<file path="config.mk">
export PLATFORM = sky130hd
export DESIGN_NAME = stopwatch_counter
export DESIGN_NICKNAME = d
export VERILOG_FILES = /design/src/rtl/stopwatch_pkg.sv /design/src/rtl/stopwatch_counter_tick_prescaler.sv /design/src/rtl/stopwatch_counter.sv
export SDC_FILE = /design/constraint.sdc
export NUM_CORES = 1
export LEC_CHECK = 0
export CAP_MARGIN = 25
export CORE_MARGIN = 3
export CORE_UTILIZATION = 45
export CTS_CLUSTER_SIZE = 16
export DETAILED_ROUTE_END_ITERATION = 16
export PLACE_DENSITY = 0.74
export SLEW_MARGIN = 0
export SYNTH_ARGS = -nofsm -noshare
export SYNTH_HDL_FRONTEND = slang
export SYNTH_HIERARCHICAL = 1
export SYNTH_SLANG_ARGS = --single-unit
</file>
<file path="constraint.sdc">
create_clock -name clk -period 8.6 [get_ports clk]
set_input_delay 1.29 -clock clk [delete_from_list [all_inputs] [get_ports clk]]
set_output_delay 1.29 -clock clk [all_outputs]
set_load 0.01 [all_outputs]
</file>
<file path="src/rtl/stopwatch_pkg.sv">
`default_nettype none
// +----------------------------------------------------------------------+
// | stopwatch_pkg                                                        |
// | State encoding, time limits and divider helper for stopwatch_counter |
// | Revision: 1.0                                                        |
// +----------------------------------------------------------------------+
package stopwatch_pkg;

  typedef enum logic [1:0] {
    IDLE  = 2'd0,
    RUN   = 2'd1,
    PAUSE = 2'd2
  } state_t;

  localparam logic [7:0] CENTI_MAX = 8'd99;
  localparam logic [7:0] SEC_MAX   = 8'd59;

  // Number of system clocks per count step.
  function automatic int calc_div(input int clk_hz, input int tick_hz);
    return clk_hz / tick_hz;
  endfunction

endpackage
`default_nettype wire

</file>
<file path="src/rtl/stopwatch_counter_tick_prescaler.sv">
`default_nettype none
// +----------------------------------------------------------------------+
// | tick_prescaler                                                       |
// | Divides clk by DIV while enabled; holds its phase while disabled     |
// | Revision: 1.0                                                        |
// +----------------------------------------------------------------------+
module tick_prescaler
  import stopwatch_pkg::*;
#(
  parameter int DIV = 10
) (
  input  logic clk,
  input  logic rst_n,
  input  logic en,
  input  logic clr,
  output logic Tick
);

  localparam int            CW   = (DIV > 1) ? $clog2(DIV) : 1;
  localparam logic [CW-1:0] LAST = CW'(DIV - 1);

  logic [CW-1:0] count;

  // Phase counter: advances only while enabled, so a pause keeps the fraction.
  always_ff @(posedge clk or negedge rst_n) begin
    if (!rst_n) begin
      count <= '0;
    end else if (clr) begin
      count <= '0;
    end else if (en) begin
      count <= (count == LAST) ? '0 : count + 1'b1;
    end
  end

  assign Tick = en && (count == LAST);

endmodule
`default_nettype wire

</file>
<file path="src/rtl/stopwatch_counter.sv">
`default_nettype none
// +----------------------------------------------------------------------+
// | stopwatch_counter                                                    |
// | Run/pause/clear/lap stopwatch core with MM:SS.CC binary outputs      |
// | Revision: 1.0                                                        |
// +----------------------------------------------------------------------+
module stopwatch_counter
  import stopwatch_pkg::*;
#(
  parameter int CLK_HZ  = 50_000_000,
  parameter int TICK_HZ = 100,
  parameter int MAX_MIN = 99
) (
  input  logic       clk,
  input  logic       rst_n,
  input  logic       StartStop,
  input  logic       Clear,
  input  logic       Lap,
  output logic [7:0] Centi,
  output logic [7:0] Seconds,
  output logic [7:0] Minutes,
  output logic       Running,
  output logic       LapHeld,
  output logic       Overflow,
  output logic       Tick
);

  localparam int         DIV      = calc_div(CLK_HZ, TICK_HZ);
  localparam logic [7:0] LAST_MIN = 8'(MAX_MIN);

  state_t     state, state_nxt;
  logic [7:0] live_c, live_s, live_m;
  logic [7:0] live_c_nxt, live_s_nxt, live_m_nxt;
  logic [7:0] snap_c, snap_s, snap_m;
  logic [7:0] snap_c_nxt, snap_s_nxt, snap_m_nxt;
  logic       held_nxt, ovf_nxt;
  logic       at_max, clear_now;

  // Clear is honoured everywhere except RUN; it also resets the sub-tick phase.
  assign clear_now = Clear && (state != RUN);
  assign at_max    = (live_m == LAST_MIN) && (live_s == SEC_MAX) && (live_c == CENTI_MAX);

  tick_prescaler #(
    .DIV (DIV)
  ) u_prescaler (
    .clk   (clk),
    .rst_n (rst_n),
    .en    (state == RUN),
    .clr   (clear_now),
    .Tick  (Tick)
  );

  // Next state, cascaded time counters, lap capture and overflow.
  always_comb begin
    state_nxt  = state;
    live_c_nxt = live_c;
    live_s_nxt = live_s;
    live_m_nxt = live_m;
    snap_c_nxt = snap_c;
    snap_s_nxt = snap_s;
    snap_m_nxt = snap_m;
    held_nxt   = LapHeld;
    ovf_nxt    = Overflow;

    if (Tick) begin
      if (at_max) begin
        ovf_nxt = 1'b1;
      end else if (live_c == CENTI_MAX) begin
        live_c_nxt = 8'd0;
        if (live_s == SEC_MAX) begin
          live_s_nxt = 8'd0;
          live_m_nxt = live_m + 8'd1;
        end else begin
          live_s_nxt = live_s + 8'd1;
        end
      end else begin
        live_c_nxt = live_c + 8'd1;
      end
    end

    unique case (state)
      IDLE: begin
        if (StartStop) state_nxt = RUN;
      end
      RUN: begin
        // Reaching the limit forces a pause even without a button press.
        if (StartStop || (Tick && at_max)) state_nxt = PAUSE;
        if (Lap) begin
          if (LapHeld) begin
            held_nxt = 1'b0;
          end else begin
            held_nxt   = 1'b1;
            snap_c_nxt = live_c;
            snap_s_nxt = live_s;
            snap_m_nxt = live_m;
          end
        end
      end
      PAUSE: begin
        if (StartStop && !Overflow) state_nxt = RUN;
        if (Lap) held_nxt = 1'b0;
      end
      default: state_nxt = IDLE;
    endcase

    // Clear overrides any simultaneous StartStop or Lap.
    if (clear_now) begin
      state_nxt  = IDLE;
      live_c_nxt = 8'd0;
      live_s_nxt = 8'd0;
      live_m_nxt = 8'd0;
      snap_c_nxt = 8'd0;
      snap_s_nxt = 8'd0;
      snap_m_nxt = 8'd0;
      held_nxt   = 1'b0;
      ovf_nxt    = 1'b0;
    end
  end

  // Core state: FSM, live time, snapshot and status flags.
  always_ff @(posedge clk or negedge rst_n) begin
    if (!rst_n) begin
      state    <= IDLE;
      live_c   <= 8'd0;
      live_s   <= 8'd0;
      live_m   <= 8'd0;
      snap_c   <= 8'd0;
      snap_s   <= 8'd0;
      snap_m   <= 8'd0;
      LapHeld  <= 1'b0;
      Overflow <= 1'b0;
    end else begin
      state    <= state_nxt;
      live_c   <= live_c_nxt;
      live_s   <= live_s_nxt;
      live_m   <= live_m_nxt;
      snap_c   <= snap_c_nxt;
      snap_s   <= snap_s_nxt;
      snap_m   <= snap_m_nxt;
      LapHeld  <= held_nxt;
      Overflow <= ovf_nxt;
    end
  end

  // Display registers load the post-edge mux so a tick shows one cycle later.
  always_ff @(posedge clk or negedge rst_n) begin
    if (!rst_n) begin
      Centi   <= 8'd0;
      Seconds <= 8'd0;
      Minutes <= 8'd0;
      Running <= 1'b0;
    end else begin
      Centi   <= held_nxt ? snap_c_nxt : live_c_nxt;
      Seconds <= held_nxt ? snap_s_nxt : live_s_nxt;
      Minutes <= held_nxt ? snap_m_nxt : live_m_nxt;
      Running <= (state_nxt == RUN);
    end
  end

endmodule
`default_nettype wire

</file>
==> out/metrics.yaml <==
timing:
  min_period_ns: 4.63
  rsz0062_at_grt: "false"
  slew_viol_final: 0
  finClkSkew_ns: 0.0132
  slew_headroom_pct: 29.0
  whs_ns: 0.512
  post-route-period-util_pct: 53.8
  tightest_slew_ns: 1.06
  setup_viol: 0
  hold_viol: 0
  clock.fmax_ghz: 0.216
  tns_ns: 0
clock_tree:
  cts_sinks: 96
  hold_buffers: 0
  cts_buffers: 9
  clkTransAtPathRegs_ns: 0.09
  htreeDepth: 3
  root_buffer: "clkbuf_8"
  post_cts_buffers: 0
  post_cts_resized: 0
  clk_latency_ns: 0.37
  cts_buffer_depth: 2
  cts_tree: "done"
setup_path:
  start_kind: "register"
  arrival_ns: 3.34
  cp.required_ns: 7.31
  critPathLaunch: "u_prescaler/count[14]$_DFFE_PN0P_"
  r2r-end: "Minutes[2]$_DFF_PN0_"
  rrSetupSlack_ns: 4.75
  cp_max_fo: 9
  worstSetupPathType: "register to output pin"
  r2r_start: "u_prescaler/count[14]$_DFFE_PN0P_"
  worstRegToRegCells: 8
  endpoint_kind: "output pin"
drt:
  drt_first_pass_iters: 5
  drc_errors: 0
  drt-initial-drc-count: 323
  wl_per_cell_um: 15.7
  antenna_left: 0
  vias_per_cell: 5.62
  wl_um: 10100
  vias: 3620
synth:
  async_flop_share_pct: 100
  synth_cells: 478
  synth_warnings: 6
  synthFlopType: "dfrtp_1"
  syn_nets: 492
  ys_seq_elements: 96
  yosys.cell_types.count: 58
  synth_area_sq_mm: 0.00461
  synth_edf_count: 0
  avgSynthCellArea_sq_um: 9.64
  synth.yosys.seq_area_share_pct: 52.1
global_routing:
  overflow: 0
  antenna_found_initial: 0
  grt_pass1_wl_um: 16900
  grt_usage_pct: 18.4
  grt_max_degree: 76
  grt_pass1_vias: 3405
final_layout:
  syn2layout_area_growth_pct: 15.1
  final_area_sq_mm: 0.00530
  final_util_pct: 53.8
  drive_gt1_share_pct: 7.24
  layout.nets: 520
  fill_cells: 858
  n_antenna_cell: 0
placed_design:
  gp_congestion: 0.913
  port_buffers: 32
  place_area_sq_mm: 0.00505
  dp_hpwl_um: 6700
die:
  coreArea_sq_mm: 0.00986
  die_x_um: 107
  initial_utilization_pct: 46.7
  die_h_um: 107
  die-area_sq_mm: 0.0115
  num_rows: 36
  pin_count: 33
outcome:
  status: "finished clean"
power_and_ir_drop:
  finalPower_w: 0.00110
  p_leak_nw: 2.22
  p_per_area_mw_per_mm2: 207
  peakVddDrop_mv: 0.159
hold_path:
  min-delay-start: "snap_s[3]$_DFF_PN0_"
  min_path_type: "register to register"
  holdPathEnd: "snap_s[3]$_DFF_PN0_"
  min_path_cells: 2
flow_run:
  maxCapViolations: 0
flip-flops by register name (all words and copies together) (netlist names):
name and flops:
Running 1, live_m 8, snap_c 8, Centi 8, u_prescaler/count 19, Overflow 1
live_c 8, snap_m 8, state 2, live_s 8, Minutes 8, LapHeld 1
Seconds 8, snap_s 8
Yosys cell counts, drive strengths merged, types with 2 or more instances:
cell type / count / area share, %
or3: 7 / 0.95
mux2i: 2 / 0.43
clkbuf: 14 / 1.1
a2111oi: 2 / 0.38
and4: 3 / 0.57
o21ai: 24 / 2.6
and2: 2 / 0.27
xnor2: 18 / 3.4
or4: 8 / 1.4
buf: 5 / 0.73
nand3: 14 / 1.5
a21boi: 3 / 0.49
o31a: 2 / 0.38
a22o: 3 / 0.57
nor3: 13 / 1.4
dfrtp: 96 / 52
xor2: 8 / 1.5
or3b: 2 / 0.43
a21oi: 31 / 3.4
nor2: 44 / 3.6
o31ai: 4 / 0.95
o211ai: 3 / 0.60
nand4: 16 / 2.3
nand2: 86 / 7.0
nor4: 7 / 1.3
a22oi: 2 / 0.33
a31oi: 5 / 0.68
ha: 9 / 2.4
mux2: 7 / 1.7
inv: 18 / 1.5
nand2b: 2 / 0.27
cell families after synthesis:
| group | Yosys count | share of synthesized area, % |
|---|---|---|
| XOR/XNOR | 26 | 4.94 |
| AO/OA/AOI/OAI | 88 | 12.1 |
| AND/OR/NAND/NOR | 213 | 22.9 |
| flip-flops | 96 | 52.1 |
| buffers and inverters | 37 | 3.34 |
| adder cells (fa/ha/maj) | 9 | 2.44 |
| multiplexers | 9 | 2.15 |
worst max-delay path by stage:
| stage | cells after the start | slack [ns] | endpoint |
|---|---|---|---|
| 6_report | 4 | 3.97 | Tick |
| 5_1_grt | 4 | 3.94 | Tick |
| 4_1_cts | 4 | 4.04 | Tick |
| 3_5_place_dp | 9 | 4.36 | Seconds[3]$_DFF_PN0_ |
| 3_3_place_gp | 4 | 4.47 | Tick |
| 2_1_floorplan | 9 | 5.07 | u_prescaler/count[14]$_DFFE_PN0P_ |
metrics by stage:
step                worst slack (ns)  instances
finish                          3.97        644
global route                    3.94        644
CTS                             4.04        643
detailed placement              4.36        627
global placement                4.47        626
floorplan                       5.07        478
power by group:
part | switching [W] | internal [W]
clock network | 0.000165 | 0.000167
registers | 0.0000173 | 0.000468
logic | 0.000189 | 0.0000909
cells in the final DEF (no fill, tap or decap), types with 14 or more instances in the layout:
cell             Yosys  final
nand3_1             14     14
clkdlybuf4s50_1      0     31
a21oi_1             31     31
nand4_1             15     15
nand2_1             86     86
dfrtp_1             96     96
nor2_1              43     43
inv_1               18     18
o21ai_0             24     24
xnor2_1             18     18
critical path, cell delays in order, from the launching register on:
cell,delay (ns)
dfrtp_1,0.42
or4_1,0.52
or4_4,0.47
nor3_1,0.87
clkdlybuf4s50_1,0.70
layout make-up:
class	instances	area (sq um)	area share, %
clock inverters	7	104	1.96
flip-flops and latches	96	2400	45.3
well taps	133	166	3.14
multi-input cells	345	2050	38.7
clock buffers	9	124	2.34
repair buffers	36	388	7.31
inverters	18	67.6	1.27
metal layers:
metal  track usage (%)  vias up  routed length [um]  share of wire, %
li1                  -     1731                   -                 -
met1              27.0     1758                4710                47
met2              27.3      117                4670                46
met3              4.52       14                 580               5.7
met4              4.93        0                 151               1.5
met5                 0        -                   0                 0
Power figures use the tool's default switching activity.
